File: config.mk
export PLATFORM = sky130hd
export DESIGN_NAME = score_keeper
export DESIGN_NICKNAME = d
export VERILOG_FILES = /design/src/rtl/score_keeper.sv
export SDC_FILE = /design/constraint.sdc
export NUM_CORES = 1
export LEC_CHECK = 0
export ABC_CLOCK_PERIOD_IN_PS = 7300
export BUFFER_PORTS_ARGS = -buffer_cell sky130_fd_sc_hd__buf_2
export CORE_MARGIN = 4
export CORE_UTILIZATION = 50
export DETAILED_ROUTE_END_ITERATION = 16
export PLACE_DENSITY = 0.75
export SETUP_SLACK_MARGIN = 0.3
export SKIP_LAST_GASP = 1
export SLEW_MARGIN = 10
export SYNTH_ARGS = -nofsm -noshare
export SYNTH_HDL_FRONTEND = slang
export SYNTH_SLANG_ARGS = --single-unit
File: constraint.sdc
create_clock -name clk -period 7.3 [get_ports clk]
set_clock_uncertainty 0.2 [all_clocks]
set_input_delay 0.73 -clock clk [delete_from_list [all_inputs] [get_ports clk]]
set_output_delay 0.73 -clock clk [all_outputs]
set_load 0.05 [all_outputs]
File: src/rtl/score_keeper.sv
// rtl/score_keeper.sv - score, high score and lives controller with event FIFO and digit-serial BCD adder
// Optional SCORE_HEX_EN adds registered active-low seven-segment outputs for the score.

module score_keeper #(
  parameter int DIGITS       = 6,
  parameter int START_LIVES  = 3,
  parameter int MAX_LIVES    = 5,
  parameter int EXTRA_LIFE_K = 10,
  parameter int FIFO_DEPTH   = 4
) (
  input  logic                  clk,
  input  logic                  rst,
  input  logic                  clear,
  input  logic                  pellet,
  input  logic                  power_pellet,
  input  logic [3:0]            ghost_eaten,
  input  logic                  pacman_death,
  output logic [4*DIGITS-1:0]   score_bcd,
  output logic [4*DIGITS-1:0]   high_bcd,
  output logic [2:0]            lives,
  output logic [1:0]            combo,
  output logic                  game_over,
  output logic                  busy,
  output logic                  dropped
`ifdef SCORE_HEX_EN
  ,
  output logic [7*DIGITS-1:0]   hex
`endif
);

  localparam int W  = 4 * DIGITS;
  localparam int AW = $clog2(FIFO_DEPTH);
  localparam int DW = $clog2(DIGITS + 1);

  function automatic logic [W-1:0] to_bcd(input int v);
    logic [W-1:0] r;
    int t;
    r = '0;
    t = v;
    for (int i = 0; i < DIGITS; i++) begin
      r[4*i +: 4] = 4'(t % 10);
      t = t / 10;
    end
    return r;
  endfunction

  // Event codes: 0 pellet, 1 power, 2..5 ghost worth 200 << (code-2).
  function automatic logic [W-1:0] addend_bcd(input logic [2:0] code);
    logic [W-1:0] r;
    r = '0;
    case (code)
      3'd0:    r[15:0] = 16'h0010;
      3'd1:    r[15:0] = 16'h0050;
      3'd2:    r[15:0] = 16'h0200;
      3'd3:    r[15:0] = 16'h0400;
      3'd4:    r[15:0] = 16'h0800;
      3'd5:    r[15:0] = 16'h1600;
      default: r = '0;
    endcase
    return r;
  endfunction

  localparam logic [W-1:0]  THRESH    = to_bcd(EXTRA_LIFE_K * 1000);
  localparam logic [W-1:0]  ALL_NINES = {DIGITS{4'h9}};
  localparam logic [AW-1:0] PTR_ONE   = AW'(1);
  localparam logic [AW:0]   CNT_ONE   = (AW+1)'(1);
  localparam logic [AW:0]   FULL_CNT  = (AW+1)'(FIFO_DEPTH);

  typedef enum logic [1:0] {S_IDLE, S_ADD, S_COMMIT} state_t;

  logic [5:0]    src_q, src_d, flag_q, flag_d, rise, events, push_oh;
  logic          death_q, death_d, death_rise;
  logic [2:0]    gcnt_q, gcnt_d, push_code;
  logic [1:0]    gk;
  logic [2:0]    mem_q [FIFO_DEPTH];
  logic [AW-1:0] wptr_q, wptr_d, rptr_q, rptr_d;
  logic [AW:0]   cnt_q, cnt_d;
  logic          push, pop, commit, extra;
  state_t        state_q, state_d;
  logic [DW-1:0] dig_q, dig_d;
  logic          carry_q, carry_d;
  logic [W-1:0]  sum_q, sum_d, addend_q, addend_d, score_q, score_d;
  logic [W-1:0]  high_q, high_d, new_score, high_cand;
  logic [2:0]    lives_q, lives_d;
  logic          over_q, over_d, xlife_q, xlife_d, dropped_q, dropped_d;
  logic [4:0]    dsum;

  assign rise       = {pellet, power_pellet, ghost_eaten} & ~src_q;
  assign events     = over_q ? 6'b0 : rise;
  assign death_rise = pacman_death & ~death_q;

  // Lowest-index flag wins: ghost0..3, then power, then pellet.
  always_comb begin
    push_oh = 6'b0;
    for (int i = 5; i >= 0; i--) begin
      if (flag_q[i]) push_oh = 6'b1 << i;
    end
    push = (|flag_q) && (cnt_q != FULL_CNT);
    gk   = (gcnt_q >= 3'd3) ? 2'd3 : gcnt_q[1:0];
    if (|push_oh[3:0])   push_code = 3'd2 + {1'b0, gk};
    else if (push_oh[4]) push_code = 3'd1;
    else                 push_code = 3'd0;
  end

  always_comb begin
    src_d     = {pellet, power_pellet, ghost_eaten};
    death_d   = pacman_death;
    flag_d    = (flag_q & ~(push ? push_oh : 6'b0)) | events;
    dropped_d = dropped_q | (|(events & flag_q));
    gcnt_d    = gcnt_q;
    if (push && (|push_oh[3:0]) && gcnt_q != 3'd4) gcnt_d = gcnt_q + 3'd1;
    if (push && push_oh[4])                        gcnt_d = 3'd0;

    pop    = (state_q == S_IDLE) && (cnt_q != '0);
    wptr_d = push ? wptr_q + PTR_ONE : wptr_q;
    rptr_d = pop ? rptr_q + PTR_ONE : rptr_q;
    case ({push, pop})
      2'b10:   cnt_d = cnt_q + CNT_ONE;
      2'b01:   cnt_d = cnt_q - CNT_ONE;
      default: cnt_d = cnt_q;
    endcase

    state_d  = state_q;
    dig_d    = dig_q;
    carry_d  = carry_q;
    sum_d    = sum_q;
    addend_d = addend_q;
    dsum     = 5'd0;
    case (state_q)
      S_IDLE: begin
        if (pop) begin
          state_d  = S_ADD;
          dig_d    = '0;
          carry_d  = 1'b0;
          sum_d    = score_q;
          addend_d = addend_bcd(mem_q[rptr_q]);
        end
      end
      S_ADD: begin
        // Sum rotates right one digit per cycle, so after DIGITS cycles it is back in place.
        dsum = {1'b0, sum_q[3:0]} + {1'b0, addend_q[3:0]} + {4'b0, carry_q};
        if (dsum > 5'd9) begin
          sum_d   = {4'(dsum - 5'd10), sum_q[W-1:4]};
          carry_d = 1'b1;
        end else begin
          sum_d   = {dsum[3:0], sum_q[W-1:4]};
          carry_d = 1'b0;
        end
        addend_d = {4'h0, addend_q[W-1:4]};
        dig_d    = dig_q + DW'(1);
        if (dig_q == DW'(DIGITS - 1)) state_d = S_COMMIT;
      end
      S_COMMIT: state_d = S_IDLE;
      default:  state_d = S_IDLE;
    endcase

    commit    = (state_q == S_COMMIT);
    new_score = carry_q ? ALL_NINES : sum_q;
    score_d   = commit ? new_score : score_q;
    extra     = commit && !xlife_q && (new_score >= THRESH);
    xlife_d   = xlife_q | extra;

    lives_d = lives_q;
    case ({extra, death_rise})
      2'b10:   if (lives_q < 3'(MAX_LIVES)) lives_d = lives_q + 3'd1;
      2'b01:   if (lives_q != 3'd0)         lives_d = lives_q - 3'd1;
      default: lives_d = lives_q;
    endcase

    over_d    = over_q | (lives_q == 3'd0);
    high_d    = high_q;
    high_cand = commit ? new_score : score_q;
    if (((lives_q == 3'd0 && !over_q) || (commit && over_q)) && high_cand > high_q)
      high_d = high_cand;

    if (clear) begin
      src_d     = '0;
      death_d   = 1'b0;
      flag_d    = '0;
      dropped_d = 1'b0;
      gcnt_d    = '0;
      wptr_d    = '0;
      rptr_d    = '0;
      cnt_d     = '0;
      state_d   = S_IDLE;
      dig_d     = '0;
      carry_d   = 1'b0;
      sum_d     = '0;
      addend_d  = '0;
      score_d   = '0;
      xlife_d   = 1'b0;
      lives_d   = 3'(START_LIVES);
      over_d    = 1'b0;
    end
  end

  always_ff @(posedge clk) begin
    if (push) mem_q[wptr_q] <= push_code;
  end

  always_ff @(posedge clk or negedge rst) begin
    if (!rst) begin
      src_q     <= '0;
      death_q   <= 1'b0;
      flag_q    <= '0;
      dropped_q <= 1'b0;
      gcnt_q    <= '0;
      wptr_q    <= '0;
      rptr_q    <= '0;
      cnt_q     <= '0;
      state_q   <= S_IDLE;
      dig_q     <= '0;
      carry_q   <= 1'b0;
      sum_q     <= '0;
      addend_q  <= '0;
      score_q   <= '0;
      high_q    <= '0;
      xlife_q   <= 1'b0;
      lives_q   <= 3'(START_LIVES);
      over_q    <= 1'b0;
    end else begin
      src_q     <= src_d;
      death_q   <= death_d;
      flag_q    <= flag_d;
      dropped_q <= dropped_d;
      gcnt_q    <= gcnt_d;
      wptr_q    <= wptr_d;
      rptr_q    <= rptr_d;
      cnt_q     <= cnt_d;
      state_q   <= state_d;
      dig_q     <= dig_d;
      carry_q   <= carry_d;
      sum_q     <= sum_d;
      addend_q  <= addend_d;
      score_q   <= score_d;
      high_q    <= high_d;
      xlife_q   <= xlife_d;
      lives_q   <= lives_d;
      over_q    <= over_d;
    end
  end

  assign score_bcd = score_q;
  assign high_bcd  = high_q;
  assign lives     = lives_q;
  assign combo     = (gcnt_q == 3'd0) ? 2'd0 : 2'(gcnt_q - 3'd1);
  assign game_over = over_q;
  assign busy      = (cnt_q != '0) || (state_q != S_IDLE);
  assign dropped   = dropped_q;

`ifdef SCORE_HEX_EN
  function automatic logic [6:0] seg7(input logic [3:0] d);
    case (d)
      4'd0: return 7'h40;  4'd1: return 7'h79;  4'd2: return 7'h24;
      4'd3: return 7'h30;  4'd4: return 7'h19;  4'd5: return 7'h12;
      4'd6: return 7'h02;  4'd7: return 7'h78;  4'd8: return 7'h00;
      4'd9: return 7'h10;  default: return 7'h7F;
    endcase
  endfunction

  function automatic logic [7*DIGITS-1:0] hex_of(input logic [W-1:0] s);
    logic [7*DIGITS-1:0] r;
    logic lead;
    r    = '1;
    lead = 1'b1;
    for (int i = DIGITS - 1; i >= 0; i--) begin
      if (s[4*i +: 4] != 4'd0 || i == 0) lead = 1'b0;
      r[7*i +: 7] = lead ? 7'h7F : seg7(s[4*i +: 4]);
    end
    return r;
  endfunction

  logic [7*DIGITS-1:0] hex_q;

  always_ff @(posedge clk or negedge rst) begin
    if (!rst) hex_q <= hex_of('0);
    else      hex_q <= hex_of(score_q);
  end

  assign hex = hex_q;
`endif

endmodule

After elaboration in Yosys (flattened, before gate mapping)
Memories as Yosys holds them, arrays and structs flattened. Index checks and enable logic that the tools add are counted. W data, S select, Z words.

Flip-flop bits (word level): 131. Bits in writable memories: 12. Memories kept: 1. Output and inout port bits: 56. Input port bits: 10. Logic and storage cells: 154.

Reductions and logical operators: 33. Muxes and demuxes: 55. Bitwise operators: 11. Order comparisons: 5. Add/subtract/negate cells: 13. Equal/unequal tests: 18.

Memory list: mem_q (depth 4, bits a word 3, rd ports 1, clocked after memory_dff 0, write ports 1, line 75) `logic [2:0] mem_q [FIFO_DEPTH];`.

Operator list (count): $mux W24 (8); $pmux W24 S2 (2); $pmux W13 S6 (1); $mux W6 (10); $mux W3 (10); $ge A24 B17 Y1 const B (1); $gt A24 B24 Y1 (1); $and A6 B6 Y6 (3); $mux W2 (9); $ne A3 B3 Y1 const B (6); $pmux W3 S2 (3); $reduce_bool A3 Y1 (6); $add A3 B1 Y3 const B (4); $not A6 Y6 (2); $reduce_or A6 Y1 (2); $logic_and A1 B1 Y1 (10); $mux W1 (10); $eq A3 B3 Y1 const B (3); $logic_not A3 Y1 (3); $eq A2 B1 Y1 const B (3); $eq A2 B2 Y1 const B (3); $eq A3 B2 Y1 const B (2); $or A6 B6 Y6 (1); $reduce_bool A2 Y1 (3); other kinds (22) (29).

Depth between registers and ports, before layout
Gate-level depths: netlist (run 1).

Depth after elaboration: 12. Gate-level depth with buffers: 14. Gate-level depth less buffers: 10.

Worst setup path after synthesis (run 1)
OpenSTA, ideal clock, no wires.

Path type: reg-to-reg. Start point: register state_q[0]. End point: register high_q[10], in the netlist high_bcd[10]. Stages on the path, launching flop included: 15. Slack: 3.833 ns. Buffers on the path: 4. Library setup time: 0.125 ns. Period minus slack after synthesis: 3.467 ns. Data required time: 6.975 ns. Arrival time: 3.142 ns. Path through: dfrtp_1 > nand2b_1 > clkbuf_1 > clkbuf_1 > nand2_1 > o21ai_0 > ha_1 > and3_1 > a221o_1 > a221o_1 > nor3_1 > a211o_1 > buf_6 > buf_12 > mux2_4.

Cells in the longest elaborated chain, start to end: 4. Elaborated cells between the ends (all ways): 6. Classes of those cells: order compare (1); eq/ne (1); mux (1); reduce/logical (3).

RTL lines: start, declared (line 79) `state_t state_q, state_d;`; start signal, assigned (line 230) `state_q <= state_d;`; $eq A2 B2 Y1 (line 157) `commit = (state_q == S_COMMIT);`; $mux W24 (line 172) `high_cand = commit ? new_score : score_q;`; via high_cand[11] (line 83) `logic [W-1:0] high_q, high_d, new_score, high_cand;`; $gt A24 B24 Y1 (line 173) `if (((lives_q == 3'd0 && !over_q) || (commit && over_q)) && high_cand > high_q)`; $logic_and A1 B1 Y1 (line 173); end signal, assigned (line 236) `high_q <= high_d;`; end, declared (line 83).

The timed path passes the listed nets, and every way through them passes these cells. A chain may end at the register's enable or synchronous reset.

Final worst setup path (run 1)
Start point: register carry_q. End point: register high_q[19], in the netlist high_bcd[19].

Cells in the longest elaborated chain, start to end: 4.

RTL lines: start, declared (line 81) `logic carry_q, carry_d;`; start signal, assigned (line 232) `carry_q <= carry_d;`; $mux W24 (line 158) `new_score = carry_q ? ALL_NINES : sum_q;`; $mux W24 (line 172); via high_cand[10] (line 83); $gt A24 B24 Y1 (line 173); $logic_and A1 B1 Y1 (line 173).

The timed path passes the listed nets, and every way through them passes these cells.

==> results of run 1 <==
[power by group]
part / internal, mW / total [mW] / switching, mW
Clock: 0.617 / 0.920 / 0.303
Combinational: 0.181 / 0.558 / 0.377
Sequential: 0.833 / 0.900 / 0.0667
[final cells by class]
type	instances	area share [%]
inverters	37	1.769
well taps	176	2.806
repair buffers	71	4.751
flip-flops and latches	132	42.88
multi-input cells	451	39.55
clock buffers	23	6.361
clock inverters	9	1.881
[metrics by stage]
step	hold WS [ps]	setup slack (ps)	cells	cell area [um^2]	utilization [%]
CTS	142.5	3128	899	7846	59.25
floorplan	234.4	3833	653	6764	-
global placement	268.1	3285	867	7199	54.37
finish	125.9	3084	899	7849	59.27
detailed placement	282.3	3175	867	7199	54.37
global route	174.9	2906	899	7849	59.27
[worst paths after layout]
path	startpoint	end	slack, ps
setup / recovery	carry_q$_DFFE_PN0P_	high_bcd[19]$_DFFE_PN0P_	3080
hold / removal	rst	score_bcd[8]$_DFF_PN0_	130
setup reg to reg	carry_q$_DFFE_PN0P_	high_bcd[19]$_DFFE_PN0P_	3080
hold reg to reg	addend_q[12]$_DFFE_PN0P_	addend_q[12]$_DFFE_PN0P_	300
max in group asynchronous	rst	wptr_q[1]$_DFFE_PN0P_	5440
min in group clk	addend_q[12]$_DFFE_PN0P_	addend_q[12]$_DFFE_PN0P_	300
[layer usage]
layer,vias to the layer above,GRT usage (%)
met1,2499,26.52
met2,162,32.28
met4,0,7.350
met5,-,0
met3,22,4.974
li1,2373,-
[state kept, by name, summed over array words and instances, names as in the netlist, 3 cells and up]
name	flops
addend_q	13
flag_q	6
cnt_q	3
dig_q	3
gcnt_q	3
score_bcd	24
sum_q	24
src_q	6
high_bcd	24
mem_q	12
lives	3
[cells in the final DEF, fill, tap and decap left out, types with 4 or more instances in the layout]
| cell | synthesis | routed |
|---|---|---|
| sky130_fd_sc_hd__edfxtp_1 | 12 | 12 |
| sky130_fd_sc_hd__a211oi_1 | 6 | 6 |
| sky130_fd_sc_hd__and2_1 | 6 | 6 |
| sky130_fd_sc_hd__nand4_1 | 5 | 5 |
| sky130_fd_sc_hd__buf_4 | 0 | 7 |
| sky130_fd_sc_hd__mux2_2 | 6 | 6 |
| sky130_fd_sc_hd__fa_1 | 4 | 4 |
| sky130_fd_sc_hd__mux2i_1 | 7 | 7 |
| sky130_fd_sc_hd__a22o_1 | 7 | 7 |
| sky130_fd_sc_hd__ha_1 | 37 | 37 |
| sky130_fd_sc_hd__nand2b_1 | 20 | 20 |
| sky130_fd_sc_hd__nand2_1 | 70 | 70 |
| sky130_fd_sc_hd__nor3_1 | 16 | 15 |
| sky130_fd_sc_hd__a21oi_1 | 43 | 43 |
| sky130_fd_sc_hd__inv_1 | 37 | 37 |
| sky130_fd_sc_hd__buf_2 | 1 | 64 |
| sky130_fd_sc_hd__dfrtp_1 | 118 | 118 |
| sky130_fd_sc_hd__a22oi_1 | 20 | 20 |
| sky130_fd_sc_hd__clkbuf_16 | 0 | 18 |
| sky130_fd_sc_hd__or3_1 | 4 | 4 |
| sky130_fd_sc_hd__mux2_4 | 19 | 19 |
| sky130_fd_sc_hd__a21o_1 | 6 | 6 |
| sky130_fd_sc_hd__nor2_1 | 50 | 49 |
| sky130_fd_sc_hd__o21ai_0 | 33 | 33 |
| sky130_fd_sc_hd__nand3_1 | 12 | 12 |
| sky130_fd_sc_hd__bufinv_16 | 0 | 4 |
| sky130_fd_sc_hd__clkinv_2 | 0 | 4 |
| sky130_fd_sc_hd__xnor2_1 | 8 | 8 |
| sky130_fd_sc_hd__nor2b_1 | 34 | 33 |
[logic make-up after synthesis]
family	share of synthesized area, %
and+or+nand+nor	16.98
DFF	49.76
AOI/OAI and AO/OA	12.06
buffers and inverters	4.495
adders and majority gates	8.028
muxes	7.251
xor gates and xnor gates	1.424
==> results.txt, run 1 <==
Status = finished, final reports clean
Type of the setup path with the least slack = reg2reg
Peak ir drop on the vdd network = 0.0002985 V
Sum of net half-perimeters after detailed placement = 10320 um
Total global routing overflow = 0
Boundary pin count = 66
Syn Inst Count = 653
Met1 routed wirelength after detailed routing = 6490 um
Global-route wire length before repair = 25560 um
Total DRC errors in the routed layout = 0
Starting DRC count in detailed routing = 396
Critical path's largest stage delay = 680 ps
Maximum frequency from static timing analysis = 237.2 MHz
Arrival time at the worst endpoint = 4310 ps
Post-CTS Setup Inserts = 0
Global router's overall resource usage = 20.09%
Max-cap viol count = 0
Met3 routed wirelength = 928 um
RSZ-0062 raised after global routing = false
Critical-path cell list = nand2b_1, o21ai_0, ha_1, and3_1, a221o_1, a221o_1, nor3_1, a211o_1, buf_4, mux2_4
Chip Height = 124.3 um
Sink count of the clock tree = 132
Post-synthesis net count = 704
Logic depth of the worst setup path including buffers = 10
Met2 WL = 7284 um
Average cell area after synthesis = 10.36 um^2
Cell area after technology mapping = 0.006764 mm^2
Period minus WS final = 4216 ps
Critical Path RT = 7400 ps
Final net count = 761
Pin slew with the least headroom to its limit = 1192 ps
Power density relative to cell area = 302.9 mW/mm^2
Largest net degree at the start of global routing = 72
Count of state elements after synthesis = 132
Dominant cells by area after synthesis = sky130_fd_sc_hd__dfrtp_1 44%, sky130_fd_sc_hd__ha_1 6.8%, sky130_fd_sc_hd__edfxtp_1 5.3%, sky130_fd_sc_hd__mux2_4 4.2%, sky130_fd_sc_hd__nand2_1 3.9%
Core Rows = 42
Top cell by count, worst path = sky130_fd_sc_hd__a221o_1
Post_cts resized = 0
Drt first pass iters = 5
Die X = 124.3 um
Cell leakage power = 3.735 nW
Total power = 2.377 mW
Initial antenna violation count = 0
Clock Tree Root = sky130_fd_sc_hd__clkbuf_16
Final Hold Vio Count = 0
Number of levels the H-tree was split into = 4
Share of flip-flops with an asynchronous set or reset after synthesis = 90.91%
Sequential cell area fraction in the yosys report = 49.76%
Combined area of the multi-input logic cells = 0.003104 mm^2
Clock Tree Buf Depth = 2
Placeable core region = 0.01324 mm^2
Fraction of layout cells with a size suffix above 1 = 19.09%
CTS Hold Bufs = 0
Worst-path clk slew = 60 ps
Critical path peak fanout = 26
Combined flip-flop and latch cell area = 0.003366 mm^2
Buffers & Inverters on Critical Path = 1
Final Max Tran Viols = 0
Family with the most delay on the worst path = compound AO/OA/AOI/OAI gates
Detail-routed net length per standard cell = 16.64 um
Worst hold path class = in2async
Cell with the biggest individual delay on the critical path = sky130_fd_sc_hd__dfrtp_1
Die Area = 0.01545 mm^2
CTS tree = done
Number of distinct library cells after synthesis = 50
Fin Setup TNS = 0 ps
Filler Cell Count = 1102
Area share of the largest cell type after synthesis = 43.66%
Post-route ant nets = 0
Top routing layer in use = met4
Number of clock buffers inserted by TritonCTS = 17
Routed wire length = 14960 um
Vias per cell = 5.624
Via count of the routed design = 5056
Port Buffers = 65
R2r worst-path depth = 10
Final GP Congestion = 0.8316
Number of global-route vias before repair = 5210
Top_reg_cell synth = sky130_fd_sc_hd__dfrtp_1
Starting Density = 51.08%
Skew-Pair Late Insertion Delay = 420 ps
Top cells by count, synth = 118 x sky130_fd_sc_hd__dfrtp_1, 70 x sky130_fd_sc_hd__nand2_1, 50 x sky130_fd_sc_hd__nor2_1, 43 x sky130_fd_sc_hd__a21oi_1
Count of inserted antenna diode cells = 0
Number of failing setup endpoints in the final timing report = 0
Most frequent cell after synthesis = sky130_fd_sc_hd__dfrtp_1
Area delta synth->final = 16.04%
Nature of the critical path startpoint = flip-flop
Number of synthesized flops with an enable pin = 12
Endpoint kind of the worst setup timing path = flip-flop
Post-route fraction of the period consumed by the critical path = 57.75%
Synth Warn # = 0
Slew HR = 20.17%
Synth area leader = sky130_fd_sc_hd__dfrtp_1
(Power assumes the default switching activity.)
==> run 2, diff against run 1 <==
ABC_CLOCK_PERIOD_IN_PS = 4350   (was 7300)
clock period = 4.35 ns   (was 7.3 ns; I/O delays follow)
==> results.txt, run 2 (synthesized netlist as in run 1, its figures left out) <==
Peak ir drop on the vdd network = 0.0005839 V
Initial antenna violation count = 0
Top cell by count, worst path = sky130_fd_sc_hd__a221o_1
Number of clock buffers inserted by TritonCTS = 17
Type of the setup path with the least slack = reg2reg
Placeable core region = 0.01324 mm^2
Area delta synth->final = 15.89%
Sum of net half-perimeters after detailed placement = 10320 um
Buffers & Inverters on Critical Path = 1
RSZ-0062 raised after global routing = false
Cell with the biggest individual delay on the critical path = sky130_fd_sc_hd__dfrtp_1
Fraction of layout cells with a size suffix above 1 = 19.53%
Post-route fraction of the period consumed by the critical path = 88.61%
Final standard cell count with taps included and fillers excluded = 903
Vias per cell = 5.554
Total global routing overflow = 0
CTS tree = done
Die Area = 0.01545 mm^2
Status = finished, final reports clean
Endpoint kind of the worst setup timing path = flip-flop
Critical path peak fanout = 26
Skew-Pair Late Insertion Delay = 420 ps
Post-route ant nets = 0
Final Max Tran Viols = 0
Post_cts resized = 0
Chip Height = 124.3 um
Final core utilization = 59.19%
Cell leakage power = 3.725 nW
Starting DRC count in detailed routing = 405
Number of levels the H-tree was split into = 4
Starting Density = 51.08%
Arrival time at the worst endpoint = 3960 ps
Maximum frequency from static timing analysis = 259.4 MHz
Total DRC errors in the routed layout = 0
Global-route wire length before repair = 25670 um
Die X = 124.3 um
Slew HR = 32.45%
Worst hold path class = in2reg
Critical-path cell list = nor2_1, o21ai_0, ha_1, and3_1, a221o_1, a221o_1, nor3_1, a211o_1, buf_4, mux2_4
Fin Setup TNS = 0 ps
Global router's overall resource usage = 20.27%
Worst-path clk slew = 60 ps
Largest net degree at the start of global routing = 54
Nature of the critical path startpoint = flip-flop
Drt first pass iters = 5
Clock Tree Root = sky130_fd_sc_hd__clkbuf_16
Via count of the routed design = 5015
Boundary pin count = 66
Worst slack on hold paths = 67.30 ps
Max-cap viol count = 0
Critical Path RT = 4450 ps
Final GP Congestion = 0.8715
Count of inserted antenna diode cells = 0
Detail-routed net length per standard cell = 16.56 um
Most common cell after layout, fill and taps aside = sky130_fd_sc_hd__dfrtp_1
Post-place setup slack = 520.4 ps
Sink count of the clock tree = 132
Pin slew with the least headroom to its limit = 1013 ps
Port Buffers = 65
Final Hold Vio Count = 0
Family with the most delay on the worst path = compound AO/OA/AOI/OAI gates
Critical path's largest stage delay = 890 ps
Number of failing setup endpoints in the final timing report = 0
Clock Tree Buf Depth = 2
Setup WS post-layout = 495.5 ps
Routed wire length = 14950 um
Core Rows = 42
CTS Hold Bufs = 1
Period minus WS final = 3854 ps
Power density relative to cell area = 496.7 mW/mm^2
Number of global-route vias before repair = 5147
Instance count after placement with tap cells included = 870
Post-CTS Setup Inserts = 0
Final net count = 765
Leading cell types in the layout, fill and taps excluded = 118 x sky130_fd_sc_hd__dfrtp_1, 70 x sky130_fd_sc_hd__nand2_1, 64 x sky130_fd_sc_hd__buf_2, 49 x sky130_fd_sc_hd__nor2_1, 43 x sky130_fd_sc_hd__a21oi_1
-- run 2: cell types whose count changed in the layout (fill, tap and decap cells not counted) --
cell                            before  now
sky130_fd_sc_hd__buf_4               7   10
sky130_fd_sc_hd__bufinv_16           4    2
sky130_fd_sc_hd__clkbuf_1            2    1
sky130_fd_sc_hd__clkbuf_16          18   17
sky130_fd_sc_hd__clkbuf_8            3    4
sky130_fd_sc_hd__clkinv_2            4    1
sky130_fd_sc_hd__clkinv_4            0    1
sky130_fd_sc_hd__clkinvlp_4          1    3
sky130_fd_sc_hd__dlygate4sd3_1       0    1
sky130_fd_sc_hd__inv_4               0    1
sky130_fd_sc_hd__inv_6               0    2
-- run 2: worst paths after layout --
check	from	endpoint	slack [ps]	cells after the start
setup / recovery	carry_q$_DFFE_PN0P_	high_bcd[17]$_DFFE_PN0P_	500	10
hold / removal	ghost_eaten[3]	src_q[3]$_DFF_PN0_	70	2
setup reg to reg	carry_q$_DFFE_PN0P_	high_bcd[17]$_DFFE_PN0P_	500	10
hold reg to reg	addend_q[12]$_DFFE_PN0P_	addend_q[12]$_DFFE_PN0P_	280	2
max in group asynchronous	rst	lives[0]$_DFFE_PN1P_	2660	3
min in group asynchronous	rst	high_bcd[8]$_DFFE_PN0P_	340	2
-- run 2: cell type report --
| type | instances | area (um^2) |
|---|---|---|
| Clock buffer | 22 | 484.2 |
| Sequential cell | 132 | 3366 |
| Tap cell | 176 | 220.2 |
| Timing Repair Buffer | 75 | 405.4 |
| Clock inverter | 10 | 120.1 |
| Multi-Input combinational cell | 451 | 3104 |
| Fill cell | 1126 | 5404 |
| Inverter | 37 | 138.9 |
-- run 2: per-layer routing --
layer  wire, um  up-vias  GRT usage (%)
met3        739       30          4.374
met5          0        -              0
met4        350        0          8.253
li1           -     2386              -
met1       6712     2456          27.03
met2       7147      143          32.35
-- run 2: through the flow --
step	instance area, um^2	power, mW
2_1_floorplan	6764	2.220
3_3_place_gp	7222	2.419
3_5_place_dp	7222	2.457
4_1_cts	7836	3.910
5_1_grt	7839	4.118
6_report	7839	3.893
-- run 2: worst register-to-register path, cell delays in order, from the launching register on --
cell and delay, ps:
sky130_fd_sc_hd__dfrtp_1 890, sky130_fd_sc_hd__nor2_1 110, sky130_fd_sc_hd__o21ai_0 310, sky130_fd_sc_hd__ha_1 310
sky130_fd_sc_hd__and3_1 210, sky130_fd_sc_hd__a221o_1 370, sky130_fd_sc_hd__a221o_1 300, sky130_fd_sc_hd__nor3_1 210
sky130_fd_sc_hd__a211o_1 190, sky130_fd_sc_hd__buf_4 290, sky130_fd_sc_hd__mux2_4 350
-- run 2: power by group --
group	switching (mW)	leakage, nW	internal, mW	total (mW)
clock	0.531	0.290	0.907	1.44
sequential	0.112	1.76	1.40	1.51
combinational	0.635	1.68	0.310	0.945
total	1.28	3.73	2.61	3.89
